==> src/rtl/cpu_pkg.sv <==
// Shared encodings for the DRFA core: opcodes, ALU ops, flag bits, sequencer states.
// The STEP_WAIT state exists only when CTRL_STEP_EN is defined.
package cpu_pkg;

    localparam int INSTR_WIDTH = 16;

    localparam logic [4:0] OP_MOV  = 5'b01000;
    localparam logic [4:0] OP_LDI  = 5'b01001;
    localparam logic [4:0] OP_JMP  = 5'b01010;
    localparam logic [4:0] OP_JZ   = 5'b01011;
    localparam logic [4:0] OP_JC   = 5'b01100;
    localparam logic [4:0] OP_JN   = 5'b01101;
    localparam logic [4:0] OP_HALT = 5'b11111;

    localparam logic [2:0] ALU_ADD  = 3'b000;
    localparam logic [2:0] ALU_SUB  = 3'b001;
    localparam logic [2:0] ALU_OR   = 3'b010;
    localparam logic [2:0] ALU_AND  = 3'b011;
    localparam logic [2:0] ALU_NOT  = 3'b100;
    localparam logic [2:0] ALU_COMP = 3'b101;
    localparam logic [2:0] ALU_SHR  = 3'b110;
    localparam logic [2:0] ALU_SHL  = 3'b111;

    localparam int FLAG_Z = 0;
    localparam int FLAG_N = 1;
    localparam int FLAG_C = 2;
    localparam int FLAG_V = 3;

    localparam logic [1:0] WSEL_ALU = 2'd0;
    localparam logic [1:0] WSEL_IMM = 2'd1;
    localparam logic [1:0] WSEL_RB  = 2'd2;

    typedef enum logic [2:0] {
        S_FETCH,
        S_DECODE,
        S_EXEC,
        S_WRITEBACK,
        S_HALT
`ifdef CTRL_STEP_EN
        , S_STEP_WAIT
`endif
    } state_t;

    typedef enum logic [2:0] {
        CLS_ALU,
        CLS_MOV,
        CLS_LDI,
        CLS_JUMP,
        CLS_HALT,
        CLS_ILLEGAL
    } instr_class_t;

    typedef enum logic [1:0] {
        COND_ALWAYS,
        COND_Z,
        COND_C,
        COND_N
    } jump_cond_t;

endpackage

==> src/rtl/instr_decoder.sv <==
// Purely combinational split of the instruction register into class, ALU op,
// register fields and immediate.
module instr_decoder
    import cpu_pkg::*;
(
    input  logic [INSTR_WIDTH-1:0] ir,
    output instr_class_t           cls,
    output jump_cond_t             cond,
    output logic [2:0]             alu_op,
    output logic [2:0]             rd,
    output logic [2:0]             rs,
    output logic [7:0]             imm8,
    output logic                   is_illegal
);

    logic [4:0] opcode;

    assign opcode     = ir[15:11];
    assign rd         = ir[10:8];
    assign rs         = ir[7:5];
    assign imm8       = ir[7:0];
    assign alu_op     = opcode[2:0];
    assign is_illegal = (cls == CLS_ILLEGAL);

    // The eight ALU opcodes occupy 00000-00111, so only the top two bits matter there.
    always_comb begin
        cls  = CLS_ILLEGAL;
        cond = COND_ALWAYS;
        if (opcode[4:3] == 2'b00) begin
            cls = CLS_ALU;
        end else begin
            case (opcode)
                OP_MOV:  cls = CLS_MOV;
                OP_LDI:  cls = CLS_LDI;
                OP_JMP:  cls = CLS_JUMP;
                OP_JZ:   begin cls = CLS_JUMP; cond = COND_Z; end
                OP_JC:   begin cls = CLS_JUMP; cond = COND_C; end
                OP_JN:   begin cls = CLS_JUMP; cond = COND_N; end
                OP_HALT: cls = CLS_HALT;
                default: cls = CLS_ILLEGAL;
            endcase
        end
    end

endmodule

==> src/rtl/control_unit.sv <==
// Multi-cycle fetch/decode/execute/writeback sequencer for the DRFA core.
// Defining CTRL_STEP_EN adds a 'step' input that gates each instruction.
module control_unit
    import cpu_pkg::*;
#(
    parameter int                  PC_WIDTH = 8,
    parameter logic [PC_WIDTH-1:0] RESET_PC = 8'h00
) (
    input  logic                   clk,
    input  logic                   rst_n,
    output logic                   instr_req,
    output logic [PC_WIDTH-1:0]    instr_addr,
    input  logic                   instr_valid,
    input  logic [INSTR_WIDTH-1:0] instr_data,
    output logic [2:0]             rf_ra_addr,
    output logic [2:0]             rf_rb_addr,
    output logic                   rf_we,
    output logic [2:0]             rf_wa_addr,
    output logic [1:0]             rf_wsel,
    output logic [7:0]             imm,
    output logic [2:0]             alu_op,
    input  logic [3:0]             alu_flags,
    output logic [3:0]             flags_q,
    output logic [PC_WIDTH-1:0]    pc,
`ifdef CTRL_STEP_EN
    input  logic                   step,
`endif
    output logic                   halted,
    output logic                   illegal
);

`ifdef CTRL_STEP_EN
    localparam state_t RETIRE_STATE = S_STEP_WAIT;
`else
    localparam state_t RETIRE_STATE = S_FETCH;
`endif

    state_t                 state, next_state;
    logic [INSTR_WIDTH-1:0] ir;
    instr_class_t           cls;
    jump_cond_t             cond;
    logic [2:0]             dec_alu_op, rd, rs;
    logic [7:0]             imm8;
    logic                   is_illegal;
    logic                   take_jump;
    logic [PC_WIDTH-1:0]    pc_inc;

    instr_decoder u_decoder (
        .ir         (ir),
        .cls        (cls),
        .cond       (cond),
        .alu_op     (dec_alu_op),
        .rd         (rd),
        .rs         (rs),
        .imm8       (imm8),
        .is_illegal (is_illegal)
    );

    assign pc_inc     = pc + PC_WIDTH'(1);
    assign instr_addr = pc;

    // Conditional jumps look only at committed flags, never the live ALU flags.
    always_comb begin
        take_jump = 1'b0;
        if (cls == CLS_JUMP) begin
            case (cond)
                COND_ALWAYS: take_jump = 1'b1;
                COND_Z:      take_jump = flags_q[FLAG_Z];
                COND_C:      take_jump = flags_q[FLAG_C];
                COND_N:      take_jump = flags_q[FLAG_N];
                default:     take_jump = 1'b0;
            endcase
        end
    end

    always_ff @(posedge clk or negedge rst_n) begin
        if (!rst_n) begin
            state <= S_FETCH;
        end else begin
            state <= next_state;
        end
    end

    always_comb begin
        next_state = state;
        case (state)
            S_FETCH:     if (instr_valid) next_state = S_DECODE;
            S_DECODE: begin
                case (cls)
                    CLS_ALU:     next_state = S_EXEC;
                    CLS_HALT:    next_state = S_HALT;
                    CLS_ILLEGAL: next_state = RETIRE_STATE;
                    default:     next_state = S_WRITEBACK;
                endcase
            end
            S_EXEC:      next_state = S_WRITEBACK;
            S_WRITEBACK: next_state = RETIRE_STATE;
            S_HALT:      next_state = S_HALT;
`ifdef CTRL_STEP_EN
            S_STEP_WAIT: if (step) next_state = S_FETCH;
`endif
            default:     next_state = S_FETCH;
        endcase
    end

    // Results and flags commit in WRITEBACK, one cycle after the ALU captured its inputs.
    always_ff @(posedge clk or negedge rst_n) begin
        if (!rst_n) begin
            ir      <= '0;
            pc      <= RESET_PC;
            flags_q <= '0;
        end else begin
            if (state == S_FETCH && instr_valid) begin
                ir <= instr_data;
            end
            if (state == S_DECODE && is_illegal) begin
                pc <= pc_inc;
            end
            if (state == S_WRITEBACK) begin
                pc <= take_jump ? PC_WIDTH'(imm8) : pc_inc;
                if (cls == CLS_ALU) begin
                    flags_q <= alu_flags;
                end
            end
        end
    end

    always_comb begin
        instr_req  = 1'b0;
        rf_ra_addr = '0;
        rf_rb_addr = '0;
        rf_we      = 1'b0;
        rf_wa_addr = '0;
        rf_wsel    = WSEL_ALU;
        imm        = '0;
        alu_op     = ALU_ADD;
        halted     = 1'b0;
        illegal    = 1'b0;
        case (state)
            S_FETCH:  instr_req = rst_n;
            S_DECODE: begin
                rf_ra_addr = rd;
                rf_rb_addr = rs;
                imm        = imm8;
                illegal    = is_illegal;
            end
            S_EXEC: begin
                rf_ra_addr = rd;
                rf_rb_addr = rs;
                imm        = imm8;
                alu_op     = dec_alu_op;
            end
            S_WRITEBACK: begin
                rf_ra_addr = rd;
                rf_rb_addr = rs;
                imm        = imm8;
                rf_wa_addr = rd;
                case (cls)
                    CLS_ALU: begin
                        alu_op = dec_alu_op;
                        rf_we  = (dec_alu_op != ALU_COMP);
                    end
                    CLS_MOV: begin
                        rf_we   = 1'b1;
                        rf_wsel = WSEL_RB;
                    end
                    CLS_LDI: begin
                        rf_we   = 1'b1;
                        rf_wsel = WSEL_IMM;
                    end
                    default: rf_we = 1'b0;
                endcase
            end
            S_HALT:   halted = 1'b1;
            default:  instr_req = 1'b0;
        endcase
    end

endmodule

==> config.mk <==
export PLATFORM = sky130hd
export DESIGN_NAME = control_unit
export DESIGN_NICKNAME = d
export VERILOG_FILES = /design/src/rtl/cpu_pkg.sv /design/src/rtl/instr_decoder.sv /design/src/rtl/control_unit.sv
export SDC_FILE = /design/constraint.sdc
export NUM_CORES = 1
export LEC_CHECK = 0
export ABC_CLOCK_PERIOD_IN_PS = 2930
export BUFFER_PORTS_ARGS = -buffer_cell sky130_fd_sc_hd__buf_2
export CORE_MARGIN = 2
export CORE_UTILIZATION = 52
export DETAILED_ROUTE_END_ITERATION = 8
export GPL_TIMING_DRIVEN = 0
export PLACE_DENSITY = 0.84
export SETUP_SLACK_MARGIN = 0.02
export SYNTH_ARGS = -nofsm -noshare
export SYNTH_HDL_FRONTEND = slang
export SYNTH_SLANG_ARGS = --single-unit
export TNS_END_PERCENT = 10
==> constraint.sdc <==
create_clock -name clk -period 2.93 [get_ports clk]
set_input_delay 0.586 -clock clk [delete_from_list [all_inputs] [get_ports clk]]
set_output_delay 0.586 -clock clk [all_outputs]
set_load 0.1 [all_outputs]
==> results of run 1 <==
-- worst max-delay path, stage by stage (launching register included) --
cell and delay [ps]:
dfrtp_1 330, buf_2 290, nor2_1 130, nor2_2 310, and2_1 200, buf_4 120
buf_4 280
-- through the flow --
step	area, um2	hold WS, ps
finish	2330	273
global route	2330	313
detailed placement	2230	511
global placement	2230	487
floorplan	1830	290
CTS	2330	288
-- worst paths after layout --
check | from | to | slack, ps | cells past startpoint
worst max-delay path | state[1] | rf_rb_addr[0] | 340 | 6
worst min-delay path | rst_n | flags_q[2] | 270 | 1
worst max register to register | state[1] | ir[15] | 980 | 6
worst min register to register | flags_q[3] | flags_q[3] | 530 | 1
max in group asynchronous | rst_n | state[0] | 2220 | 1
min in group clk | instr_data[3] | ir[3] | 440 | 3
-- routing by layer --
metal	vias to the layer above	part of all wire, %	global-route usage [%]
met1	744	44	27.5
li1	747	-	-
met3	12	5.7	5.71
met2	45	47	32.8
met4	0	2.7	9.17
met5	-	0	0
-- cell type report --
| type | instances | area share, % |
|---|---|---|
| multi-input combinational | 115 | 38.0 |
| sequential | 31 | 33.4 |
| timing repair buffer | 68 | 15.6 |
| buffer | 21 | 6.94 |
| clock buffer | 7 | 2.80 |
| tap | 46 | 2.47 |
| inverter | 3 | 0.484 |
| clock inverter | 1 | 0.323 |
-- synth_stat cells (all sizes together) (3+ instances only) --
cell type / number / share of area (%)
nand3: 6 / 1.7
a31oi: 3 / 1.0
and3: 4 / 1.4
dfrtp: 31 / 43
and2: 16 / 5.5
a21oi: 8 / 2.4
buf: 21 / 8.9
a2bb2oi: 5 / 2.4
mux2: 20 / 12
o21ai: 3 / 0.83
nand2: 10 / 2.1
mux2i: 7 / 3.9
nor2: 6 / 1.2
nor3: 3 / 0.83
inv: 3 / 0.62
-- registers in the layout (all words and copies together) (netlist names) --
register and count:
ir 16, instr_addr 8, flags_q 4, state 3
-- cell families after synthesis --
kind of cell               Yosys count
buffers and inverters               25
muxes                               27
and+or+nand+nor                     61
AOI/OAI and AO/OA                   26
adders and majority gates            1
DFF                                 31
-- timing repair --
action,in CTS,in global routing
endpoints found under the hold margin,0,0
setup buffers,0,0
gates resized for setup,10,0
endpoints found under the setup margin,13,13
==> out/results.tsv, run 1 <==
stage	metric	value	unit
worst_hold_path	Hold Path Class	in2async	
synthesis	synthesized cell area	1820	um2
global_route	largest net degree at the start of global routing	33	
synthesis	Synth cell types	41	
synthesis	EDFF count, synth	0	
setup_path	CP endpoint kind	output port	
timing	final-report hold violation count	0	
layout	final net count	269	
global_route	vias in the first global route	1392	
routing	DR vias	1548	
synthesis	Post-Syn Instances	171	
timing	setup_tns	0	ps
clock_tree	clk sinks	31	
clock_tree	Clock Path Buffers	2	
synthesis	commonest register cell after synthesis	dfrtp_1	
floorplan	Die H	63.1	um
layout	most frequent cells in the layout	buf_2 (65), dfrtp_1 (31), mux2_2 (20), buf_4 (20), and2_1 (16)	
floorplan	Ports	69	
setup_path	crit path launch type	register	
synthesis	Post-Synth Adder-Cell Area	0.689	%
synthesis	Syn Nets	195	
floorplan	Die Wd	63.1	um
clock_tree	Worst-Skew Late Latency	340	ps
place	post-placement setup slack	127	ps
timing	Setup-failing EPs final	0	
timing	fin. max-slew vios	0	
synthesis	ys async rst share	100	%
place	number of buffers added on ports	68	
synthesis	sequential share of the synthesized area	42.7	%
setup_path	CP Class	reg2out	
timing	Setup WS post-layout	341	ps
setup_path	worst path arrival time	2000	ps
place	dpl hpwl	2940	um
setup_path	Critical Path Fanout Max	16	
global_route	first-pass GRT wire length	6530	um
floorplan	Initial Utilization	54.4	%
clock_tree	H-tree level count	2	
timing	relative slew slack	52.3	%
status	status	finished, final reports clean	
layout	Seq. cell area	776	um2
layout	leading cell type in the layout, fill and taps excluded	buf_2	
synthesis	synthesized flop and latch total	31	
clock_tree	CTS tree	done	
synthesis	syn_area_per_cell	10.6	um2
routing	post-DR vias/cell	5.30	
timing	worst slew pin tran	715	ps
routing	Final ANT Viol Nets	0	
timing	Max Clk Rate	0.386	GHz
clock_tree	CTS buffer count	5	
synthesis	Yosys warnings	0	
global_route	gr ovfl total	0	
routing	router iterations before antenna repair	4	
place	GPL Wtd Cong	0.845	
floorplan	die area	3980	um2
routing	Routed WL	3980	um
setup_path	required time worst endpoint	2340	ps
layout	final-layout fill cell count	274	
routing	drt drc	0	
layout	final std cells w/o fill	292	
floorplan	core region area	3340	um2
clock_tree	clock-pin transition on the worst setup and hold timing paths	100	ps
layout	share of cells above drive strength 1	51.2	%
timing	RSZ-0062 raised after global routing	false	
layout	Core Util, Final	69.7	%
timing	Tcrit/Tclk final	88.4	%
clock_tree	CTS Root Buffer Type	clkbuf_4	
synthesis	Post-Synth XOR/XNOR Area	0	%
synthesis	Post-Synth Simple-Gate Area	20.3	%
timing	skew final	4.51	ps
synthesis	post-synthesis mux area share	16.3	%
layout	# diodes	0	
routing	DR iter-0 viols	79	
global_route	initial antenna violation count	0	
routing	drt wl/cell	13.6	um
timing	min cycle time layout	2590	ps
synthesis	largest family of logic cells by synthesized area	simple AND/OR/NAND/NOR gates	
layout	area of the multi-input gates	885	um2
layout	area delta synth->final	28.0	%
run	Max Cap Violations	0	
floorplan	FP Rows	21	
clock_tree	CTS Hold Buffers Added	0	
synthesis	post-synthesis compound-gate area fraction	10.3	%
global_route	GRT Total Usage	21.1	%
place	placed insts	285	
Power of run 1 is not shown: default switching activity piles up to over one toggle a cycle in this logic, so the estimate is an artifact.
==> run 2, diff against run 1 <==
Settings changed: ABC_CLOCK_PERIOD_IN_PS 2930 to 2100, CORE_UTILIZATION 52 to 44, PLACE_DENSITY 0.84 to 0.76.
Clock period 2.93 ns to 2.1 ns, I/O delays scaled along.
==> run 2 against run 1 <==
  * Worst hold slack got worse by 200 ps
  * Sequential share of layout area down 4.4 points
  * Count of clock-buffer cells in the layout down 1
  * Utilization shrank 2.8 points
==> out/results.tsv, run 2 (same netlist as run 1, synthesis figures left out) <==
stage	metric	value	unit	change
place	placed insts	289		+1.4%
routing	DR iter-0 viols	76		-3.8%
floorplan	Die H	68.3	um	+8.2%
clock_tree	Worst-Skew Late Latency	280	ps	-60 ps
timing	Tcrit/Tclk final	96.5	%	
routing	Routed WL	4330	um	+8.9%
layout	Largest Register	ir		
layout	final net count	283		+5.2%
setup_path	CP Class	reg2out		
floorplan	FP Rows	23		+9.5%
routing	router iterations before antenna repair	4		unchanged
floorplan	die area	4660	um2	+17%
global_route	vias in the first global route	1526		+9.6%
layout	# diodes	0		unchanged
setup_path	Worst R2R Start	state[2]		
layout	max reg flops	16		unchanged
timing	hold_ws	71.5	ps	-202 ps
clock_tree	Clock Path Buffers	2		unchanged
setup_path	worst path arrival time	1610	ps	-390 ps
layout	final-layout fill cell count	323		+18%
run	Max Cap Violations	0		unchanged
worst_hold_path	Hold Path Class	in2async		
global_route	initial antenna violation count	0		unchanged
timing	final-report hold violation count	0		unchanged
clock_tree	CTS Root Buffer Type	clkbuf_8		
routing	post-DR vias/cell	5.24		-1.1%
status	status	finished, final reports clean		
layout	most frequent cells in the layout	buf_2 (44), buf_4 (38), dfrtp_1 (31)		
setup_path	Critical R2R Capture	instr_addr[5]		
layout	share of cells above drive strength 1	58.9	%	+7.7 points
timing	Setup-failing EPs final	0		unchanged
timing	RSZ-0062 raised after global routing	true		
timing	worst slew pin tran	646	ps	-68.4 ps
setup_path	Worst Path Buf+Inv	3		unchanged
routing	Final ANT Viol Nets	0		unchanged
routing	DR vias	1615		+4.3%
clock_tree	clock-pin transition on the worst setup and hold timing paths	60	ps	-40 ps
clock_tree	clk sinks	31		unchanged
clock_tree	H-tree level count	2		unchanged
routing	drt drc	0		unchanged
floorplan	Ports	69		unchanged
timing	Setup WS post-layout	73.0	ps	-268 ps
setup_path	Critical Path, Cell by Cell	buf_6 > nor2b_4 > buf_6 > nand4b_4 > nor3b_4 > buf_12		
place	post-placement setup slack	-633	ps	-760 ps
global_route	first-pass GRT wire length	7030	um	+7.6%
setup_path	most used cell, CP	buf_6		
setup_path	crit path launch type	register		
setup_path	Top delay family on crit path	simple AND/OR/NAND/NOR gates		
setup_path	slowest CP cell	dfrtp_1		
setup_path	Critical Path Fanout Max	9		-7
layout	Seq. cell area	776	um2	unchanged
place	GPL Wtd Cong	0.789		-6.7%
global_route	largest net degree at the start of global routing	33		unchanged
floorplan	Initial Utilization	45.4	%	-9.0 points
timing	skew final	4.28	ps	-0.231 ps
setup_path	Reg2Reg Setup Slack	190	ps	-790 ps
place	number of buffers added on ports	68		unchanged
floorplan	Die Wd	68.3	um	+8.2%
floorplan	core region area	4000	um2	+20%
setup_path	worst r2r path cells	10		+4
global_route	GRT Total Usage	20.5	%	-0.57 points
setup_path	CP endpoint kind	output port		
layout	area delta synth->final	47.2	%	
setup_path	slowest stage delay, CP	370	ps	+40 ps
timing	relative slew slack	56.8	%	+4.6 points
global_route	gr ovfl total	0		unchanged
clock_tree	CTS buffer count	5		unchanged
timing	fin. max-slew vios	0		unchanged
setup_path	required time worst endpoint	1680	ps	-660 ps
clock_tree	CTS tree	done		
layout	leading cell type in the layout, fill and taps excluded	buf_2		
place	dpl hpwl	2920	um	-0.79%
layout	area of the multi-input gates	977	um2	+10%
timing	min cycle time layout	2030	ps	
routing	drt wl/cell	14.1	um	+3.2%
layout	final std cells w/o fill	308		+5.5%
timing	Max Clk Rate	0.493	GHz	
==> run 2: cell types whose count changed in the layout (fill, tap and decap cells not counted), moves of 3 or more <==
cell	delta
and2_1	-10
and2_2	+7
and2_4	+3
buf_12	+4
buf_2	-21
buf_4	+18
buf_6	+9
clkbuf_4	-3
clkbuf_8	+3
==> run 2: how the worst max path moves through the flow <==
stage | startpoint | end | slack [ps] | cells past startpoint
after floorplan | state[1] | rf_rb_addr[0] | -280 | 6
after global placement | state[1] | rf_rb_addr[1] | -610 | 7
after detailed placement | state[1] | rf_rb_addr[1] | -630 | 7
after CTS | state[2] | rf_wsel[1] | 5 | 6
after global routing | state[0] | rf_wsel[0] | -20 | 6
final | state[2] | rf_wsel[0] | 70 | 6
==> run 2: repair_timing <==
item,4_1_cts,5_1_grt
hold buffers,0,0
pin swaps,2,6
setup buffers,2,11
gates resized for setup,51,12
endpoints found under the setup margin,26,13
gates cloned,1,0
==> run 2: worst register-to-register path, cell delays in order (launching register included) <==
cell       delay [ps]
dfrtp_1           370
buf_6             140
nor2b_4           100
buf_6             120
nand4b_4          130
buf_4             170
a31o_1            190
buf_6             140
buf_8             140
a21oi_1           130
a2bb2oi_1         200
==> run 2: metal layers <==
layer | global-route usage [%] | up-vias | wire, um
met1 | 27.5 | 777 | 1970
met5 | 0 | - | 0
met2 | 32.9 | 55 | 2070
met4 | 6.75 | 0 | 57
met3 | 4.44 | 5 | 233
li1 | - | 778 | -
==> run 2: stage by stage <==
step           TNS [ps]  utilization, %  area (um2)
2_1_floorplan     -1940               -        1900
3_3_place_gp      -7050            57.5        2300
3_5_place_dp      -7330            57.5        2300
4_1_cts               0            64.0        2560
5_1_grt           -24.4            66.9        2680
6_report              0            66.9        2680
==> run 2: area by class of cell <==
type                       count  area share (%)
buffer                        21            7.20
clock buffer                   6            2.71
inverter                       3           0.421
multi-input combinational    116            36.5
sequential                    31            29.0
tap                           50            2.34
timing repair buffer          81            21.8
Power of run 2 is left out for the same reason.
